## src/rtl/ccff_loader_pkg.sv

```systemverilog
// ccff_loader_pkg: shared FSM encoding and sentinel constants for the ccff chain loader.
package ccff_loader_pkg;
    typedef enum logic [1:0] {ST_IDLE, ST_SENTINEL, ST_SHIFT, ST_FINISH} state_t;
    localparam logic [7:0] SENTINEL_PATTERN = 8'hA5;
    localparam int SENTINEL_LEN = 8;
endpackage

```

## src/rtl/ccff_word_serializer.sv

```systemverilog
// ccff_word_serializer: buffers stream words and hands out one bit per shift, LSB first.
module ccff_word_serializer #(
    parameter int WORD_W = 8,
    parameter int CW = 4
) (
    input  logic              clk_i,
    input  logic              rst_i,
    input  logic              clr_i,
    input  logic              active_i,
    input  logic [CW-1:0]     rem_i,
    input  logic              in_valid_i,
    input  logic [WORD_W-1:0] in_data_i,
    output logic              in_ready_o,
    output logic              bit_valid_o,
    output logic              bit_o
);
    localparam int BW = $clog2(WORD_W + 1);
    logic [WORD_W-1:0] data_q, data_d;
    logic [BW-1:0] cnt_q, cnt_d;
    logic has, take;
    always_comb begin
        has = cnt_q != '0;
        in_ready_o = active_i && (32'(rem_i) > 32'(cnt_q)) && (cnt_q <= BW'(1));
        take = in_valid_i && in_ready_o;
        bit_valid_o = active_i && (has || take);
        // an empty buffer passes bit 0 of the incoming word straight through
        bit_o = has ? data_q[0] : in_data_i[0];
        data_d = data_q;
        cnt_d = cnt_q;
        if (bit_valid_o) begin
            data_d = take ? (has ? in_data_i : in_data_i >> 1) : data_q >> 1;
            cnt_d = take ? (has ? BW'(WORD_W) : BW'(WORD_W - 1)) : cnt_q - 1'b1;
        end
    end
    always_ff @(posedge clk_i) begin
        if (rst_i || clr_i) begin
            data_q <= '0;
            cnt_q <= '0;
        end else begin
            data_q <= data_d;
            cnt_q <= cnt_d;
        end
    end
endmodule

```

## src/rtl/ccff_chain_loader.sv

```systemverilog
// ccff_chain_loader: serializes configuration words onto a ccff chain with a gated shift clock.
// Define CCFF_LOADER_SENTINEL_EN to prepend an A5 sentinel and check it at ccff_tail.
module ccff_chain_loader
    import ccff_loader_pkg::*;
#(
    parameter int CHAIN_LEN = 2,
    parameter int WORD_W = 8
) (
    input  logic              prog_clk,
    input  logic              pReset,
    input  logic              start,
    input  logic              in_valid,
    input  logic [WORD_W-1:0] in_data,
    output logic              in_ready,
    output logic              ccff_head,
    input  logic              ccff_tail,
    output logic              ccff_clk_en,
    output logic              config_enable,
    output logic              busy,
    output logic              done,
    output logic              error
);
`ifdef CCFF_LOADER_SENTINEL_EN
    localparam int N = CHAIN_LEN + SENTINEL_LEN;
    localparam state_t FIRST = ST_SENTINEL;
`else
    localparam int N = CHAIN_LEN;
    localparam state_t FIRST = ST_SHIFT;
`endif
    localparam int SW = $clog2(N + 1);
    state_t state_q, state_d;
    logic [SW-1:0] s_q, s_d, rem;
    logic head_q, shift, ser_valid, ser_bit;
    assign rem = SW'(N) - s_q;
    ccff_word_serializer #(.WORD_W(WORD_W), .CW(SW)) u_ser (
        .clk_i(prog_clk),
        .rst_i(pReset),
        .clr_i(state_q == ST_IDLE),
        .active_i(state_q == ST_SHIFT),
        .rem_i(rem),
        .in_valid_i(in_valid),
        .in_data_i(in_data),
        .in_ready_o(in_ready),
        .bit_valid_o(ser_valid),
        .bit_o(ser_bit)
    );
    always_comb begin
        state_d = state_q;
        s_d = s_q;
        shift = 1'b0;
        ccff_head = head_q;
        done = 1'b0;
        case (state_q)
            ST_IDLE: if (start) begin
                state_d = FIRST;
                s_d = '0;
            end
`ifdef CCFF_LOADER_SENTINEL_EN
            ST_SENTINEL: begin
                shift = 1'b1;
                ccff_head = SENTINEL_PATTERN[s_q[2:0]];
                s_d = s_q + 1'b1;
                state_d = (s_q == SW'(SENTINEL_LEN - 1)) ? ST_SHIFT : ST_SENTINEL;
            end
`endif
            ST_SHIFT: if (ser_valid) begin
                shift = 1'b1;
                ccff_head = ser_bit;
                s_d = s_q + 1'b1;
                state_d = (s_q == SW'(N - 1)) ? ST_FINISH : ST_SHIFT;
            end
            ST_FINISH: begin
                done = 1'b1;
                state_d = ST_IDLE;
            end
            default: state_d = ST_IDLE;
        endcase
    end
    assign ccff_clk_en = shift;
    assign busy = state_q != ST_IDLE;
    assign config_enable = busy;
    always_ff @(posedge prog_clk) begin
        if (pReset) begin
            state_q <= ST_IDLE;
            s_q <= '0;
            head_q <= 1'b0;
        end else begin
            state_q <= state_d;
            s_q <= s_d;
            head_q <= ccff_head;
        end
    end
`ifdef CCFF_LOADER_SENTINEL_EN
    // sentinel bit t reaches the tail after shift t+CHAIN_LEN-1; compare it one cycle later
    logic chk_q, exp_q, flag_q;
    int t;
    always_comb t = int'(s_q) - (CHAIN_LEN - 1);
    always_ff @(posedge prog_clk) begin
        if (pReset) begin
            chk_q <= 1'b0;
            exp_q <= 1'b0;
            flag_q <= 1'b0;
        end else begin
            chk_q <= shift && (t >= 0) && (t < SENTINEL_LEN);
            exp_q <= SENTINEL_PATTERN[t[2:0]];
            flag_q <= (state_q == ST_IDLE && start) ? 1'b0 : flag_q | (chk_q & (ccff_tail != exp_q));
        end
    end
    assign error = flag_q && (state_q == ST_FINISH || state_q == ST_IDLE);
`else
    logic unused_tail;
    assign unused_tail = ccff_tail;
    assign error = 1'b0;
`endif
endmodule

```

## config.mk

```make
export PLATFORM = sky130hd
export DESIGN_NAME = ccff_chain_loader
export DESIGN_NICKNAME = d
export VERILOG_FILES = /design/src/rtl/ccff_loader_pkg.sv /design/src/rtl/ccff_word_serializer.sv /design/src/rtl/ccff_chain_loader.sv
export SDC_FILE = /design/constraint.sdc
export NUM_CORES = 1
export LEC_CHECK = 0
export ABC_CLOCK_PERIOD_IN_PS = 2400
export CAP_MARGIN = 20
export CORE_MARGIN = 4
export CORE_UTILIZATION = 46
export CTS_CLUSTER_DIAMETER = 100
export DETAILED_ROUTE_END_ITERATION = 10
export PLACE_DENSITY_LB_ADDON = 0.12
export SYNTH_ARGS = -nofsm -noshare
export SYNTH_HDL_FRONTEND = slang
export SYNTH_HIERARCHICAL = 1
export SYNTH_SLANG_ARGS = --single-unit
```

## constraint.sdc

```tcl
create_clock -name prog_clk -period 2.4 [get_ports prog_clk]
set_clock_uncertainty 0.1 [all_clocks]
set_input_delay 0.24 -clock prog_clk [delete_from_list [all_inputs] [get_ports prog_clk]]
set_output_delay 0.24 -clock prog_clk [all_outputs]
set_load 0.02 [all_outputs]
```

==> results_dict.tcl, run 1 <==
set metrics [dict create \
    holdBufCountCts 0 \
    avgRoutedWirePerCell_um 12.4 \
    rows 17 \
    final_critical_path_setup_slack_ns -0.274 \
    detail_route.drc_violations 0 \
    placedCellCount 177 \
    pin_count 20 \
    static_leak_uw 0.000568 \
    fmax_ghz 0.374 \
    final_worst_path_cycle_share_pct 111 \
    grt_setup_unrepaired "yes" \
    synth_top_area_cell "dfxtp_1" \
    finalMaxSlewViolations 0 \
    rr_startpoint "s_q[1]" \
    antenna_violations_before_repair 0 \
    cell_by_cell_trace_of_the_critical_path "inv_2 > ha_4 > ha_4 > nand2b_4 > a2111oi_4 > nand2_4 > nand2_4 > nand3b_4 > mux2_4 > buf_6" \
    first_pass_grt_wire_length_um 3890 \
    dp_worst_setup_slack_ns -0.402 \
    cts_max_path_buffers 2 \
    area_growth_pct 39.5 \
    grt.overflow.total 0 \
    worst-endpoint-required_ns 2.06 \
    synth_top_cells_by_count "nand2_1, dfxtp_1, nor2b_1" \
    r2r.worst_path.cells 10 \
    timing.critical_path.slowest_stage_cell "a2111oi_4" \
    timing.critical_path.max_delay_family "adder cells" \
    synth_enable_flop_cells 0 \
    hp-class "flip-flop to flip-flop" \
    final-instance-count-excl-fill 185 \
    tritoncts "done" \
    via_cell_ratio 5.24 \
    worst-path-max-fanout 2 \
    die-height_um 55.9 \
    r2r_slack_ns 0.14 \
    finalSetupViolCount 2 \
    synthesis.yosys.warnings 6 \
    maxCapViolCount 0 \
    layout.nets 176 \
    number_of_vias_after_detailed_routing 970 \
    violated_checks "setup timing" \
    synthFlopType "dfxtp_1" \
    netlist.area_leader.share_pct 32.2 \
    clk_sinks 17 \
    grt_max_degree 18 \
    clk-insertion-delay-late_ns 0.29 \
    grt.total_usage_pct 15.4 \
    detailedPlacementHpwl_um 1740 \
    finalCriticalPeriod_ns 2.67 \
    synth.distinct_cells 37 \
    cts_root_buffer "clkbuf_4" \
    tritoncts.num_buffers 3 \
    first_iter_violations 7 \
    number_of_port_buffers 17 \
    power.density_nw_per_um2 426 \
    rr_endpoint "u_ser/data_q[3]" \
    antenna_left 0 \
    clock_tree.htree_level_count 1 \
    cp-end-kind "primary output" \
    totalWireLength_um 2290 \
    worstPathBufferInverterCount 2 \
    cp-start-kind "flip-flop" \
    grt_pass1_vias 952 \
    cp-startpoint "s_q[1]" \
    worst-setup-path-type "flip-flop to primary output" \
    n_antenna_cell 0 \
    synth_sequential_area_ratio_pct 32.2 \
    drtPass1Iterations 3 \
    fill_cells 178 \
    syn-num-nets 140 \
    final_layout_size_suffix_gt1_share_pct 31.2 \
    netlist_area_um2 1060 \
    gp_routability_congestion 0.775 \
    vdd_drop_max_mv 0.274 \
    cp_num_cells 10 \
    chipWidth_um 55.9 \
    synth_seq_cells 17 \
    slowest_delay_ns 0.36 \
    run_status "finished with violations" \
    timing_hold_violations_final 0 \
    cts.reportedPaths.clkPinSlew_ns 0.10 \
    mean_syn_cell_area_um2 8.67 \
    synthArstFlopShare_pct 0 \
    synthTopCellsByArea "dfxtp_1, nand2_1, ha_1, nor2b_1, a311oi_1" \
    post-synth-top-count-cell "nand2_1" \
    initial_core_utilization_pct 48.3 \
    core_area_um2 2190 \
    setup.worst_path.end "ccff_head" \
    die-area_um2 3130 \
    arrival_ns 2.33 \
    synth_cells 122 \
]
how the worst min path moves through the flow:
stage                                from  cells past startpoint               to
final                     u_ser/data_q[7]                      2  u_ser/data_q[7]
after global routing      u_ser/data_q[7]                      2  u_ser/data_q[7]
after CTS                 u_ser/data_q[7]                      2  u_ser/data_q[7]
after global placement    u_ser/data_q[7]                      2  u_ser/data_q[7]
after floorplan                    pReset                      1           s_q[0]
after detailed placement  u_ser/data_q[7]                      2  u_ser/data_q[7]
state kept, by name (all words and copies together), names as in the netlist:
| signal | cells |
|---|---|
| head_q | 1 |
| s_q | 2 |
| state_q | 2 |
| u_ser/cnt_q | 4 |
| u_ser/data_q | 8 |
per-stage QoR:
step	TNS, ns	total power, uW	utilization [%]	area, um^2	hold slack (ns)
5_1_grt	-0.670	661	67.3	1480	0.401
6_report	-0.491	629	67.3	1480	0.381
3_5_place_dp	-0.813	473	64.4	1410	0.369
3_3_place_gp	-0.699	469	64.4	1410	0.357
4_1_cts	-0.489	634	66.5	1460	0.385
2_1_floorplan	-0.627	408	-	1120	0.202
cells in the final DEF, fill, tap and decap left out, drive strengths merged, types with 5 or more instances in the layout:
master          n
buf            24
nand2          20
a21oi           6
inv             7
nor2b          11
a311oi          7
clkdlybuf4s50  14
dfxtp          17
ha              5
a211oi          7
metal layers:
| layer | global-route usage [%] | share of wire (%) | vias up |
|---|---|---|---|
| met5 | 0 | 0 | - |
| met4 | 6.10 | 1.6 | 0 |
| met1 | 18.5 | 46 | 457 |
| met3 | 2.09 | 2.5 | 4 |
| li1 | - | - | 498 |
| met2 | 27.4 | 50 | 11 |
worst min-delay path, delay by kind of cell, from the launching register on:
| kind | cells | cell delay [ns] |
|---|---|---|
| AOI/OAI and AO/OA | 1 | 0.06 |
| DFF | 1 | 0.32 |
| and+or+nand+nor | 1 | 0.06 |
power by group:
part	switching (uW)	internal, uW
clock network	92.0	61.9
registers	4.78	289
logic	85.2	95.9
cell type report:
| class | instances | area, um^2 | area share [%] |
|---|---|---|---|
| clock inverter | 1 | 5.00 | 0.339 |
| multi-input combinational | 91 | 708 | 48.0 |
| clock buffer | 3 | 22.5 | 1.53 |
| tap | 28 | 35.0 | 2.37 |
| sequential | 17 | 343 | 23.2 |
| timing repair buffer | 38 | 335 | 22.7 |
| inverter | 7 | 26.3 | 1.78 |
cells by family after synthesis:
kind of cell	after synthesis	synth area share, %
AND/OR/NAND/NOR	56	32.0
AO/OA/AOI/OAI	26	19.3
flip-flops	17	32.2
buffers and inverters	14	6.86
adder cells (fa/ha/maj)	5	5.92
multiplexers	3	3.43
other	1	0.355
what timing repair did:
action / CTS / global route
pin swaps: 4 / 5
buffers inserted: 2 / 5
setup endpoints to repair: 3 / 4
hold endpoints to repair: 0 / 0
resized for setup: 19 / 1
No activity file was read; power rests on OpenSTA's default activity.
==> run 2, diff against run 1 <==
- SETUP_SLACK_MARGIN: default -> 0.5
==> run 2 against run 1 <==
  * The run still ends with setup timing left
  * Design area up 14%
  * Die area unchanged
  * First-iteration DRC count rose to 3.1 times the previous value
  * Flip-flop and latch count unchanged
  * Sequential power about the same
  * Highest routed layer unchanged
==> results_dict.tcl, run 2 (synthesis gave the netlist of run 1 again) <==
set metrics [dict create \
    grt.overflow.total 0 \
    grt_setup_unrepaired "yes" \
    worst-path-max-fanout 2 \
    placedCellCount 176 \
    grt_pass1_vias 966 \
    dpl_cell_area_um2 1400 \
    timing.critical_path.slowest_stage_cell "a2111oi_4" \
    via_cell_ratio 5.41 \
    finalMaxSlewViolations 0 \
    cp-end-kind "primary output" \
    hp-class "flip-flop to flip-flop" \
    multi_input_area_um2 886 \
    finalSetupViolCount 2 \
    drtPass1Iterations 4 \
    clk_sinks 17 \
    timing_hold_violations_final 0 \
    area_growth_pct 58.5 \
    antenna_violations_before_repair 0 \
    number_of_vias_after_detailed_routing 1000 \
    tritoncts.num_buffers 3 \
    final_layout_size_suffix_gt1_share_pct 48.4 \
    cp_num_cells 10 \
    power.density_nw_per_um2 403 \
    grt_max_degree 18 \
    utilization_pct 76.5 \
    timing.critical_path.max_delay_family "adder cells" \
    cts_root_buffer "clkbuf_4" \
    seq_area_um2 343 \
    number_of_port_buffers 17 \
    whs_path_depth 2 \
    cp-start-kind "flip-flop" \
    fill_cells 149 \
    violated_checks "setup timing" \
    finalCriticalPeriod_ns 2.68 \
    grt.total_usage_pct 16.1 \
    cell_by_cell_trace_of_the_critical_path "inv_2 > ha_4 > ha_4 > nand2b_4 > a2111oi_4 > nand2_4 > nand2_4 > nand3b_4 > mux2_4 > buf_6" \
    holdBufCountCts 0 \
    max_reg_flops 8 \
    worst-endpoint-required_ns 2.06 \
    first_iter_violations 22 \
    worstPathBufferInverterCount 2 \
    vdd_drop_max_mv 0.360 \
    avgRoutedWirePerCell_um 14.1 \
    rows 17 \
    static_leak_uw 0.000615 \
    n_antenna_cell 0 \
    die-height_um 55.9 \
    largest-register "u_ser/data_q" \
    detail_route.drc_violations 0 \
    first_pass_grt_wire_length_um 4150 \
    final_worst_path_cycle_share_pct 112 \
    final_critical_path_setup_slack_ns -0.283 \
    arrival_ns 2.34 \
    final-instance-count-excl-fill 185 \
    layout_top_registers "u_ser/data_q (8), u_ser/cnt_q (4)" \
    totalWireLength_um 2600 \
    gp_routability_congestion 0.766 \
    mostFrequentLayoutCells "nand2_1, buf_4, dfxtp_1" \
    run_status "finished with violations" \
    cts.reportedPaths.clkPinSlew_ns 0.10 \
    antenna_left 0 \
    cts_max_path_buffers 2 \
    r2r.worst_path.cells 10 \
    initial_core_utilization_pct 48.3 \
    detailedPlacementHpwl_um 1750 \
    slowest_delay_ns 0.36 \
    totalNegativeSetupSlack_ns -0.508 \
    worst-setup-path-type "flip-flop to primary output" \
    die-area_um2 3130 \
    clock_tree.htree_level_count 1 \
    chipWidth_um 55.9 \
    final_area_um2 1680 \
    tritoncts "done" \
    clk-insertion-delay-late_ns 0.29 \
    fmax_ghz 0.373 \
    maxCapViolCount 0 \
    timing.hold.ws_ns 0.407 \
    pin_count 20 \
    layout.nets 176 \
    core_area_um2 2190 \
]
## run 2: cell type report
class	count	area share, %
inverter	7	1.57
clock inverter	1	0.299
tap	28	2.09
multi-input combinational	91	52.9
sequential	17	20.5
timing repair buffer	38	21.4
clock buffer	3	1.34
## run 2: path summary, 6_finish.rpt
kind | slack [ns] | to | startpoint
hold / removal | 0.41 | u_ser/data_q[7] | u_ser/data_q[7]
hold reg to reg | 0.41 | u_ser/data_q[7] | u_ser/data_q[7]
setup reg to reg | 0.15 | head_q | s_q[1]
setup / recovery | -0.28 | ccff_head | s_q[1]
## run 2: tightest hold or removal path: stages (launching register included)
cell and delay, ns:
dfxtp_1 0.33, nand3_1 0.08, a21oi_2 0.06
## run 2: per-stage QoR
| step | power (uW) | worst slack (ns) |
|---|---|---|
| 3_5_place_dp | 472 | -0.414 |
| 2_1_floorplan | 408 | -0.269 |
| 5_1_grt | 704 | -0.377 |
| 3_3_place_gp | 468 | -0.370 |
| 6_report | 676 | -0.283 |
| 4_1_cts | 642 | -0.344 |
## run 2: timing repair
item / in CTS / in global routing
endpoints found under the setup margin: 19 / 20
resized for setup: 33 / 28
pin swaps: 11 / 12
buffers inserted: 3 / 2
## run 2: per-layer routing
metal / up-vias / part of all wire (%) / track usage, %
met5: - / 0 / 0
met4: 0 / 1.2 / 6.10
met3: 4 / 4.0 / 2.09
met2: 22 / 51 / 29.2
met1: 481 / 44 / 18.9
li1: 493 / - / -
## run 2: power breakdown
part	internal, uW	switching (uW)	leakage [uW]	total, uW
logic	113	112	0.000459	225
registers	289	5.25	0.000139	294
clock network	61.9	93.8	0.0000177	156
total	465	211	0.000615	676
==> run 3, diff against run 2 <==
- SLEW_MARGIN: default -> 30
==> results of run 3 <==
Same layout as run 2: the final DEF is identical, and so are final timing and power.
